===== src/rtl/rca_pkg.sv =====
// Shared types and helpers for the bit-serial ripple subtractor.
package rca_pkg;

    typedef enum logic [1:0] {
        IDLE = 2'd0,
        RUN  = 2'd1,
        DONE = 2'd2
    } rca_sub_state_t;

    localparam int unsigned RCA_DEFAULT_WIDTH = 14;

    // Bit counter width: must hold 0..width inclusive.
    function automatic int unsigned rca_cnt_width(input int unsigned width);
        return $clog2(width + 1);
    endfunction

endpackage


===== src/rtl/fs_1bit.sv =====
// Single combinational full-subtractor cell: d = a - b - bin.
module fs_1bit (
    input  logic a,
    input  logic b,
    input  logic bin,
    output logic d,
    output logic bout
);

    assign d    = a ^ b ^ bin;
    assign bout = (~a & b) | (~(a ^ b) & bin);

endmodule


===== src/rtl/rca_sub_serial_14bit.sv =====
// Bit-serial ripple subtractor: o_diff = i_sum - i_term, one bit per clock,
// valid/ready on both sides. Optional macro RCA_SUB_SAT_EN clamps o_diff to 0
// when the subtraction borrows.
module rca_sub_serial_14bit
    import rca_pkg::*;
#(
    parameter int unsigned WIDTH = RCA_DEFAULT_WIDTH
) (
    input  logic             i_clk,
    input  logic             i_rst,
    input  logic             i_valid,
    output logic             o_ready,
    input  logic [WIDTH:0]   i_sum,
    input  logic [WIDTH-1:0] i_term,
    output logic             o_valid,
    input  logic             i_ready,
    output logic [WIDTH:0]   o_diff,
    output logic             o_borrow,
    output logic             o_range_err
);

    localparam int unsigned CW = rca_cnt_width(WIDTH);

    localparam logic [1:0] ST_IDLE = 2'(IDLE);
    localparam logic [1:0] ST_RUN  = 2'(RUN);
    localparam logic [1:0] ST_DONE = 2'(DONE);

    logic [1:0]       state_q;
    logic [1:0]       state_next;
    logic [CW-1:0]    cnt_q;
    logic             brw_q;
    logic [WIDTH:0]   a_q;
    logic [WIDTH:0]   b_q;
    logic [WIDTH-1:0] res_q;

    logic             ready_q;
    logic             valid_q;
    logic [WIDTH:0]   diff_q;
    logic             borrow_q;
    logic             range_q;

    logic             accept;
    logic             last_bit;
    logic             fs_d;
    logic             fs_bout;
    logic [WIDTH:0]   final_diff;

    assign accept   = (state_q == ST_IDLE) && i_valid;
    assign last_bit = (state_q == ST_RUN) && (cnt_q == CW'(WIDTH));

    // The one subtractor cell, fed from the operand shift-register LSBs.
    fs_1bit u_fs (
        .a    (a_q[0]),
        .b    (b_q[0]),
        .bin  (brw_q),
        .d    (fs_d),
        .bout (fs_bout)
    );

`ifdef RCA_SUB_SAT_EN
    assign final_diff = fs_bout ? '0 : {fs_d, res_q};
`else
    assign final_diff = {fs_d, res_q};
`endif

    // Next-state logic.
    always_comb begin
        state_next = state_q;
        case (state_q)
            ST_IDLE: if (i_valid)  state_next = ST_RUN;
            ST_RUN:  if (last_bit) state_next = ST_DONE;
            ST_DONE: if (i_ready)  state_next = ST_IDLE;
            default:               state_next = ST_IDLE;
        endcase
    end

    // State register and registered handshake outputs.
    always_ff @(posedge i_clk) begin
        if (i_rst) begin
            state_q <= ST_IDLE;
            ready_q <= 1'b1;
            valid_q <= 1'b0;
        end else begin
            state_q <= state_next;
            ready_q <= (state_next == ST_IDLE);
            valid_q <= (state_next == ST_DONE);
        end
    end

    // Serial datapath: operand load on accept, one bit per RUN cycle.
    always_ff @(posedge i_clk) begin
        if (i_rst) begin
            cnt_q <= '0;
            brw_q <= 1'b0;
            a_q   <= '0;
            b_q   <= '0;
            res_q <= '0;
        end else if (accept) begin
            cnt_q <= '0;
            brw_q <= 1'b0;
            a_q   <= i_sum;
            b_q   <= {1'b0, i_term};
            res_q <= '0;
        end else if (state_q == ST_RUN) begin
            cnt_q <= cnt_q + CW'(1);
            brw_q <= fs_bout;
            a_q   <= a_q >> 1;
            b_q   <= b_q >> 1;
            res_q <= {fs_d, res_q[WIDTH-1:1]};
        end
    end

    // Result registers, loaded as the final (MSB) bit is processed.
    always_ff @(posedge i_clk) begin
        if (i_rst) begin
            diff_q   <= '0;
            borrow_q <= 1'b0;
            range_q  <= 1'b0;
        end else if (last_bit) begin
            diff_q   <= final_diff;
            borrow_q <= fs_bout;
            range_q  <= fs_bout | fs_d;
        end
    end

    assign o_ready     = ready_q;
    assign o_valid     = valid_q;
    assign o_diff      = diff_q;
    assign o_borrow    = borrow_q;
    assign o_range_err = range_q;

endmodule


===== config.mk =====
export PLATFORM = sky130hd
export DESIGN_NAME = rca_sub_serial_14bit
export DESIGN_NICKNAME = d
export VERILOG_FILES = /design/src/rtl/rca_pkg.sv /design/src/rtl/fs_1bit.sv /design/src/rtl/rca_sub_serial_14bit.sv
export SDC_FILE = /design/constraint.sdc
export NUM_CORES = 1
export LEC_CHECK = 0
export BUFFER_PORTS_ARGS = -buffer_cell sky130_fd_sc_hd__buf_4
export CORE_MARGIN = 4
export CORE_UTILIZATION = 49
export CTS_CLUSTER_DIAMETER = 30
export DETAILED_ROUTE_END_ITERATION = 12
export MAX_ROUTING_LAYER = met4
export PLACE_DENSITY = 0.86
export SYNTH_ARGS = -nofsm -noshare
export SYNTH_HDL_FRONTEND = slang
export SYNTH_SLANG_ARGS = --single-unit

===== constraint.sdc =====
create_clock -name i_clk -period 1.24 [get_ports i_clk]
set_input_delay 0.124 -clock i_clk [delete_from_list [all_inputs] [get_ports i_clk]]
set_output_delay 0.124 -clock i_clk [all_outputs]
set_load 0.03 [all_outputs]

Yosys cells after proc, flatten, opt, wreduce, memory -nomap -nowiden

Cells that the tools add are included.
W data, S select, Z words.

Output and inout bits: 19
Logic and storage cells: 38
Memories: 0
Flip-flop bits (word level): 69
Memory bits (read-only): 0
Bits in latches: 0
Input bits: 33
Bits in writable memories: 0

Divide/modulo/power cells: 0
Reduce and logical (&&, ||, !) cells: 6
Bitwise gates (word level): 8
Magnitude comparators: 0
Multipliers: 0
Mux-type cells: 8
Add/sub/neg operators: 1
Shifts and indexed selects: 0
Eq/ne operators: 4

Operator list:

| cell                  | count |
|---|---|
| $mux W15              | 2 |
| $mux W14              | 2 |
| $mux W2               | 3 |
| $pmux W2 S3           | 1 |
| $add A4 B1 Y4 const B | 1 |
| $eq A2 B2 Y1 const B  | 2 |
| $eq A4 B4 Y1 const B  | 1 |
| $logic_not A2 Y1      | 2 |
| $and A1 B1 Y1         | 2 |
| $eq A2 B1 Y1 const B  | 1 |
| $logic_and A1 B1 Y1   | 2 |
| $not A1 Y1            | 2 |
| $or A1 B1 Y1          | 2 |
| $reduce_bool A2 Y1    | 1 |
| $reduce_or A2 Y1      | 1 |
| $xor A1 B1 Y1         | 2 |

Depth between registers and ports, before layout

Gate-level depths: netlist (run 1).

Word-level depth: 5
Gate-level depth with buffers: 7
Depth with buffers taken out: 5

Modules after synthesis

From an unflattened synthesis (run 1), not the netlist that was laid out.

Cells, all modules: 356
Area total of the unflattened synthesis: 2842.7 um2

Modules (own cells, without submodules):

| module               | area an instance (um2) | instances | sequential area each (um2) | cells an instance |
|---|---|---|---|---|
| rca_sub_serial_14bit | 2811.4                 | 1         | 1381.3                     | 352 |
| fs_1bit              | 31.3                   | 1         | 0.0                        | 4 |

Least setup slack after synthesis (run 1)

Ideal clock, no wire load.

Path kind: register to register
From: register cnt_q[0]
To: register state_q[0]
Slack: -0.112 ns
Data arrival time: 1.273 ns
Buffers on the path: 2
Cell stages (with the launch flop): 7
Required time: 1.161 ns
Period minus slack after synthesis: 1.352 ns
Cell sequence: dfxtp_1 > inv_1 > ha_1 > and3_1 > buf_2 > buf_2 > a211oi_2

Cells in the longest elaborated chain, start to end: 4

RTL lines:

| what                   | line                        | source |
|---|---|---|
| start, declared        | rca_sub_serial_14bit.sv:30  | `logic [CW-1:0] cnt_q;` |
| start signal, assigned | rca_sub_serial_14bit.sv:105 | `cnt_q <= cnt_q + CW'(1);` |
| $eq A4 B4 Y1           | rca_sub_serial_14bit.sv:49  | `assign last_bit = (state_q == ST_RUN) && (cnt_q == CW'(WIDTH));` |
| $logic_and A1 B1 Y1    | rca_sub_serial_14bit.sv:49  |  |
| $mux W2                | rca_sub_serial_14bit.sv:71  | `ST_RUN: if (last_bit) state_next = ST_DONE;` |
| $pmux W2 S3            | rca_sub_serial_14bit.sv:69  | `case (state_q)` |
| end signal, assigned   | rca_sub_serial_14bit.sv:84  | `state_q <= state_next;` |
| end, declared          | rca_sub_serial_14bit.sv:28  | `logic [1:0] state_q;` |

No other way between the ends.
A chain may end at the register's enable or synchronous reset.

Final worst setup path (run 1)

From: register state_q[1]
To: register b_q[6]

Cells in the longest elaborated chain, start to end: 3
Elaborated cells on any way between the ends: 5

RTL lines:

| what                                           | line                        | source |
|---|---|---|
| $logic_not A2 Y1                               | rca_sub_serial_14bit.sv:48  | `assign accept = (state_q == ST_IDLE) && i_valid;` |
| $logic_and A1 B1 Y1                            | rca_sub_serial_14bit.sv:48  |  |
| $mux W14 or $reduce_bool A2 Y1 (tied branches) | n/a                         |  |
| end signal, assigned                           | rca_sub_serial_14bit.sv:102 | `b_q <= {1'b0, i_term};` |
| end signal, assigned                           | rca_sub_serial_14bit.sv:108 | `b_q <= b_q >> 1;` |
| end, declared                                  | rca_sub_serial_14bit.sv:33  | `logic [WIDTH:0] b_q;` |

Several ways; a longest one is shown, not always the timed one.

==> results of run 1 <==
-- stage by stage --
| step | instance area [sq um] | TNS, ns | hold slack [ns] | power (mW) |
|---|---|---|---|---|
| 3_3_place_gp | 3380 | -0.259 | 0.318 | 2.95 |
| 6_report | 3960 | -2.31 | 0.0327 | 4.98 |
| 4_1_cts | 3640 | -0.642 | 0.0155 | 4.89 |
| 3_5_place_dp | 3380 | -1.49 | 0.329 | 2.97 |
| 5_1_grt | 3960 | -4.20 | 0.0211 | 5.18 |
| 2_1_floorplan | 2810 | 0 | 0.285 | 2.75 |
-- where the power goes --
part	total, mW	internal (mW)	switching, mW
sequential	2.37	2.31	0.0666
clock	1.91	1.04	0.875
combinational	0.696	0.342	0.354
total	4.98	3.69	1.30
-- cells by family (layout without fill, tap and decap cells) --
logic type	after synthesis	in the layout	share of synthesized area
simple gates	116	116	0.177
compound gates	115	115	0.244
flops	69	69	0.497
buf+inv	34	106	0.0626
fa+ha+maj	3	3	0.0162
xor+xnor	1	1	0.00315
-- final cells by class --
class                      count  area [sq um]
multi-input combinational    235          1440
tap                           72          90.1
clock buffer                  11           151
inverter                       4          15.0
timing repair buffer          86           810
fill                         395          1550
clock inverter                 5          58.8
sequential                    69          1390
-- critical path, cell delays in order (launching register included) --
cell and delay, ns:
dfxtp_4 0.39, or3b_4 0.48, buf_4 0.18, nand2_1 0.08, a211oi_1 0.06
-- metal layers --
layer	up-vias	routed length [microns]	share of wire
met5	-	0	0
li1	1306	-	-
met1	1238	3030	0.42
met3	9	474	0.065
met4	0	82	0.011
met2	92	3670	0.51
-- worst paths after layout --
check | from | to | slack, ns | cells past startpoint
worst max register to register | state_q[1] | b_q[6] | -0.07 | 4
worst min-delay path | i_sum[14] | a_q[14] | 0.03 | 3
worst max-delay path | state_q[1] | b_q[6] | -0.07 | 4
worst min register to register | a_q[2] | a_q[1] | 0.46 | 2
-- cell usage in the layout (no fill, tap or decap), drive strengths merged, types with 4 or more instances in the layout --
cell	instances
a211oi	30
a21oi	62
buf	83
clkbuf	13
dfxtp	69
inv	4
nand2	58
nand3	17
nor2	32
o21ai	16
-- registers in the layout, indices dropped and copies added (netlist names) --
signal and cells:
a_q 15, b_q 14, brw_q 1, cnt_q 4
o_borrow 1, o_diff 15, o_range_err 1, o_ready 1
o_valid 1, res_q 14, state_q 2
-- what timing repair did --
| action | 4_1_cts | 5_1_grt |
|---|---|---|
| gates resized for setup | 10 | 68 |
| gates cloned | 0 | 6 |
| pin swaps | 2 | 17 |
| endpoints found under the setup margin | 48 | 67 |
| hold buffers | 1 | 0 |
| hold endpoints to repair | 1 | 0 |
| buffers inserted | 1 | 2 |
==> impl_metrics.toml, run 1 <==
[drt]
vias_per_cell = 5.49
drc = 0
drt_first_pass_iters = 4
drtIter0Drc = 196
vias = 2645
drtAntennaViolNets = 0
wl_microns = 7250
wl_per_cell_microns = 15.0

[synth]
synth_most_common_cell = "dfxtp_1"
ys_ff_latch = 69
yosys-top-cells-area = "dfxtp_1 (50%), a21oi_1 (11%), a211oi_1 (7.8%)"
synth-warning-count = 0
ys_seq_area_frac = 0.497
synth_cell_types = 30
synthCells = 338
synthesis.area_sq_um = 2780
async_flop_share = 0
synth_top_cell_area_share = 0.497
synth_common_cells = "dfxtp_1 (69), a21oi_1 (62), nand2_1 (58)"
syn-num-nets = 374
synthFlopType = "dfxtp_1"
synth_edf_count = 0
synth_top_cell_by_area = "dfxtp_1"
synth.avg_cell_area_sq_um = 8.22

[outcome]
violations = "negative setup slack"
status = "finished with violations"

[layout]
drive_gt1_frac = 0.376
nets = 441
utilization = 0.719
syn2layout_area_growth_pct = 42.5
fin_cells = 482
diodes = 0

[global_route]
grtUsageMet1 = 0.250
top_usage_layer = "met2"
use_met3 = 0.0714
overflow = 0
first_global_vias = 2395
grt_start_max_net_pins = 31
met2_usage = 0.300
grtUsageTotal = 0.198
grt_first_pass_wirelength_microns = 11100
antenna_found_initial = 0

[clocking]
clk_pin_slew_ns = 0.07
cts_tree = "built"
clock_latency_ns = 0.35
cts_buffer_depth = 2
cts_root_buf = "clkbuf_8"
numCtsBuffers = 9
cts.sinks = 69
htreeDepth = 3

[worst_setup_path]
cp-start-kind = "flop"
required_ns = 1.46
critPathArrivalTime_ns = 1.53
crit_path_max_fanout = 8
endpoint_kind = "flop"
path_class = "flop to flop"

[timing]
relSlewSlack = 0.747
setup_slack_ns = -0.0745
fmax_ghz = 0.761
maxSlewViolCount = 0
worstMarginPinSlew_ns = 0.379
grt_setup_unrepaired = "yes"
finalSetupViolCount = 49
period_share = 1.06
period_needed_ns = 1.31
hold_viol = 0
clock_skew_ns = 0.00573

[floorplanning]
initial_core_util = 0.505
rows = 27
die_area_sq_um = 6940
ioPinCount = 52
die_w_microns = 83.3
core_sq_um = 5510
die_y_microns = 83.3

[place]
place_ws_ns = -0.0846
placed_cells = 456
hpwl_microns = 4350
io_buffer_count = 51
gp_congestion = 0.788

[run]
maxCapViolations = 0

[power_and_ir_drop]
p_per_area_nw_per_um2 = 1260
peakVddDrop_mv = 0.737
leakagePower_nw = 1.52

[hold_path]
hold_path.class = "input pin to flop"
(Power assumes the default switching activity.)
==> run 2: changes to the inputs <==
--- a/config.mk
+++ b/config.mk
@@ -7,11 +7,11 @@
 export LEC_CHECK = 0
 export BUFFER_PORTS_ARGS = -buffer_cell sky130_fd_sc_hd__buf_4
 export CORE_MARGIN = 4
-export CORE_UTILIZATION = 49
+export CORE_UTILIZATION = 45
 export CTS_CLUSTER_DIAMETER = 30
 export DETAILED_ROUTE_END_ITERATION = 12
 export MAX_ROUTING_LAYER = met4
-export PLACE_DENSITY = 0.86
+export PLACE_DENSITY = 0.8
 export SYNTH_ARGS = -nofsm -noshare
 export SYNTH_HDL_FRONTEND = slang
 export SYNTH_SLANG_ARGS = --single-unit
==> impl_metrics.toml, run 2 (synthesis gave the netlist of run 1 again) <==
[outcome]
status = "finished with violations"
violations = "negative setup slack"

[clocking]
cts_buffer_depth = 2
cts_root_buf = "clkbuf_8"
htreeDepth = 3
numCtsBuffers = 9
clk_pin_slew_ns = 0.08
clock_latency_ns = 0.33
cts_tree = "built"
cts.sinks = 69

[hold_path]
hold_path_end = "a_q[14]"
hp-start = "i_sum[14]"
hold_path.class = "input pin to flop"
hold_depth = 3

[floorplanning]
initial_core_util = 0.467
die_y_microns = 86.6
core_sq_um = 5960
ioPinCount = 52
die_w_microns = 86.6
rows = 28
die_area_sq_um = 7500

[global_route]
grtUsageTotal = 0.183
met2_usage = 0.314
grt_first_pass_wirelength_microns = 10700
first_global_vias = 2401
antenna_found_initial = 0
grtUsageMet1 = 0.205
use_met3 = 0.0399
grt_start_max_net_pins = 31
overflow = 0
top_usage_layer = "met2"

[worst_setup_path]
required_ns = 1.47
reg2reg_to = "a_q[6]"
crit_path_max_fanout = 8
critPathArrivalTime_ns = 1.57
endpoint_kind = "flop"
reg2reg_depth = 5
slowest_stage = "dfxtp_4"
reg2reg_slack_ns = -0.1
cpMostUsedCell = "buf_6"
cp-start-kind = "flop"
max_stage_delay_ns = 0.38
r2r-start = "state_q[0]"
path_class = "flop to flop"
cp_cell_sequence = "nor3b_4 > buf_6 > buf_6 > a21oi_1 > a211oi_1"

[power_and_ir_drop]
peakVddDrop_mv = 0.698
p_per_area_nw_per_um2 = 1300
leakagePower_nw = 1.56

[timing]
fin_hold_ws_ns = 0.0351
finalSetupViolCount = 48
maxSlewViolCount = 0
clock_skew_ns = 0.00646
worstMarginPinSlew_ns = 0.326
relSlewSlack = 0.782
period_share = 1.08
hold_viol = 0
setup_tns_ns = -2.45
fmax_ghz = 0.747
period_needed_ns = 1.34
setup_slack_ns = -0.0986
grt_setup_unrepaired = "yes"

[place]
io_buffer_count = 51
placed_cells = 454
hpwl_microns = 4100
dpl-instance-area_sq_um = 3330
gp_congestion = 0.834

[drt]
drtIter0Drc = 119
drc = 0
drt_first_pass_iters = 5
vias = 2624
wl_microns = 7420
vias_per_cell = 5.48
wl_per_cell_microns = 15.5
drtAntennaViolNets = 0

[layout]
layout_commonest_cell = "dfxtp_1"
drive_gt1_frac = 0.413
nets = 435
diodes = 0
num-fill-cells = 446
layout_common_cells = "dfxtp_1 (65), buf_4 (60), a21oi_1 (51)"
syn2layout_area_growth_pct = 44.8
design_area_sq_um = 4020
fin_cells = 479

[run]
maxCapViolations = 0
-- run 2: cell types whose count changed in the layout (fill, tap and decap cells not counted), sizes merged --
cell         previous run  this run
clkbuf                 13        14
buf                    83        78
dlygate4sd3             1         0
bufinv                  1         2
clkinvlp                2         0
-- run 2: per-stage QoR --
stage                     worst slack (ns)  utilization  power [mW]
after floorplan                   0.000375            -        2.75
after global placement             -0.0294        0.560        2.94
after detailed placement           -0.0542        0.560        2.95
after CTS                          -0.0472        0.609        5.02
after global routing                -0.189        0.676        5.41
final                              -0.0986        0.676        5.22
-- run 2: final cells by class --
cell class | count | area (sq um) | area share
inverters | 4 | 15.0 | 0.00373
repair buffers | 80 | 763 | 0.190
clock inverters | 4 | 70.1 | 0.0174
well taps | 75 | 93.8 | 0.0233
clock buffers | 12 | 155 | 0.0386
flip-flops and latches | 69 | 1390 | 0.346
multi-input cells | 235 | 1540 | 0.382
-- run 2: routing by layer --
layer	wire (microns)	share of wire
met4	170	0.023
met3	349	0.047
met5	0	0
met1	3080	0.42
met2	3820	0.51
-- run 2: worst max path at each step --
stage / startpoint / to / slack (ns) / depth (start not counted)
2_1_floorplan: state_q[1] / cnt_q[2] / 0.0004 / 5
3_3_place_gp: state_q[0] / b_q[0] / -0.03 / 4
5_1_grt: state_q[0] / a_q[6] / -0.19 / 5
6_report: state_q[0] / a_q[6] / -0.1 / 5
4_1_cts: brw_q / o_range_err / -0.05 / 4
3_5_place_dp: b_q[0] / o_range_err / -0.05 / 4
-- run 2: timing repair --
| action | in CTS | in global routing |
|---|---|---|
| gates resized for setup | 14 | 89 |
| hold buffers | 0 | 0 |
| gates cloned | 3 | 4 |
| hold endpoints to repair | 0 | 0 |
| setup buffers | 1 | 1 |
| pin swaps | 10 | 39 |
| endpoints found under the setup margin | 42 | 66 |
-- run 2: report_power, final --
part	internal [mW]	switching, mW
sequential	2.31	0.0780
combinational	0.365	0.404
clock	1.24	0.826
total	3.91	1.31
-- run 2: worst max-delay path: cells and delay by family (launching register included) --
kind / cells / cell delay [ns]
AND/OR/NAND/NOR: 1 / 0.20
flip-flops: 1 / 0.38
AO/OA/AOI/OAI: 2 / 0.37
buffers and inverters: 2 / 0.28
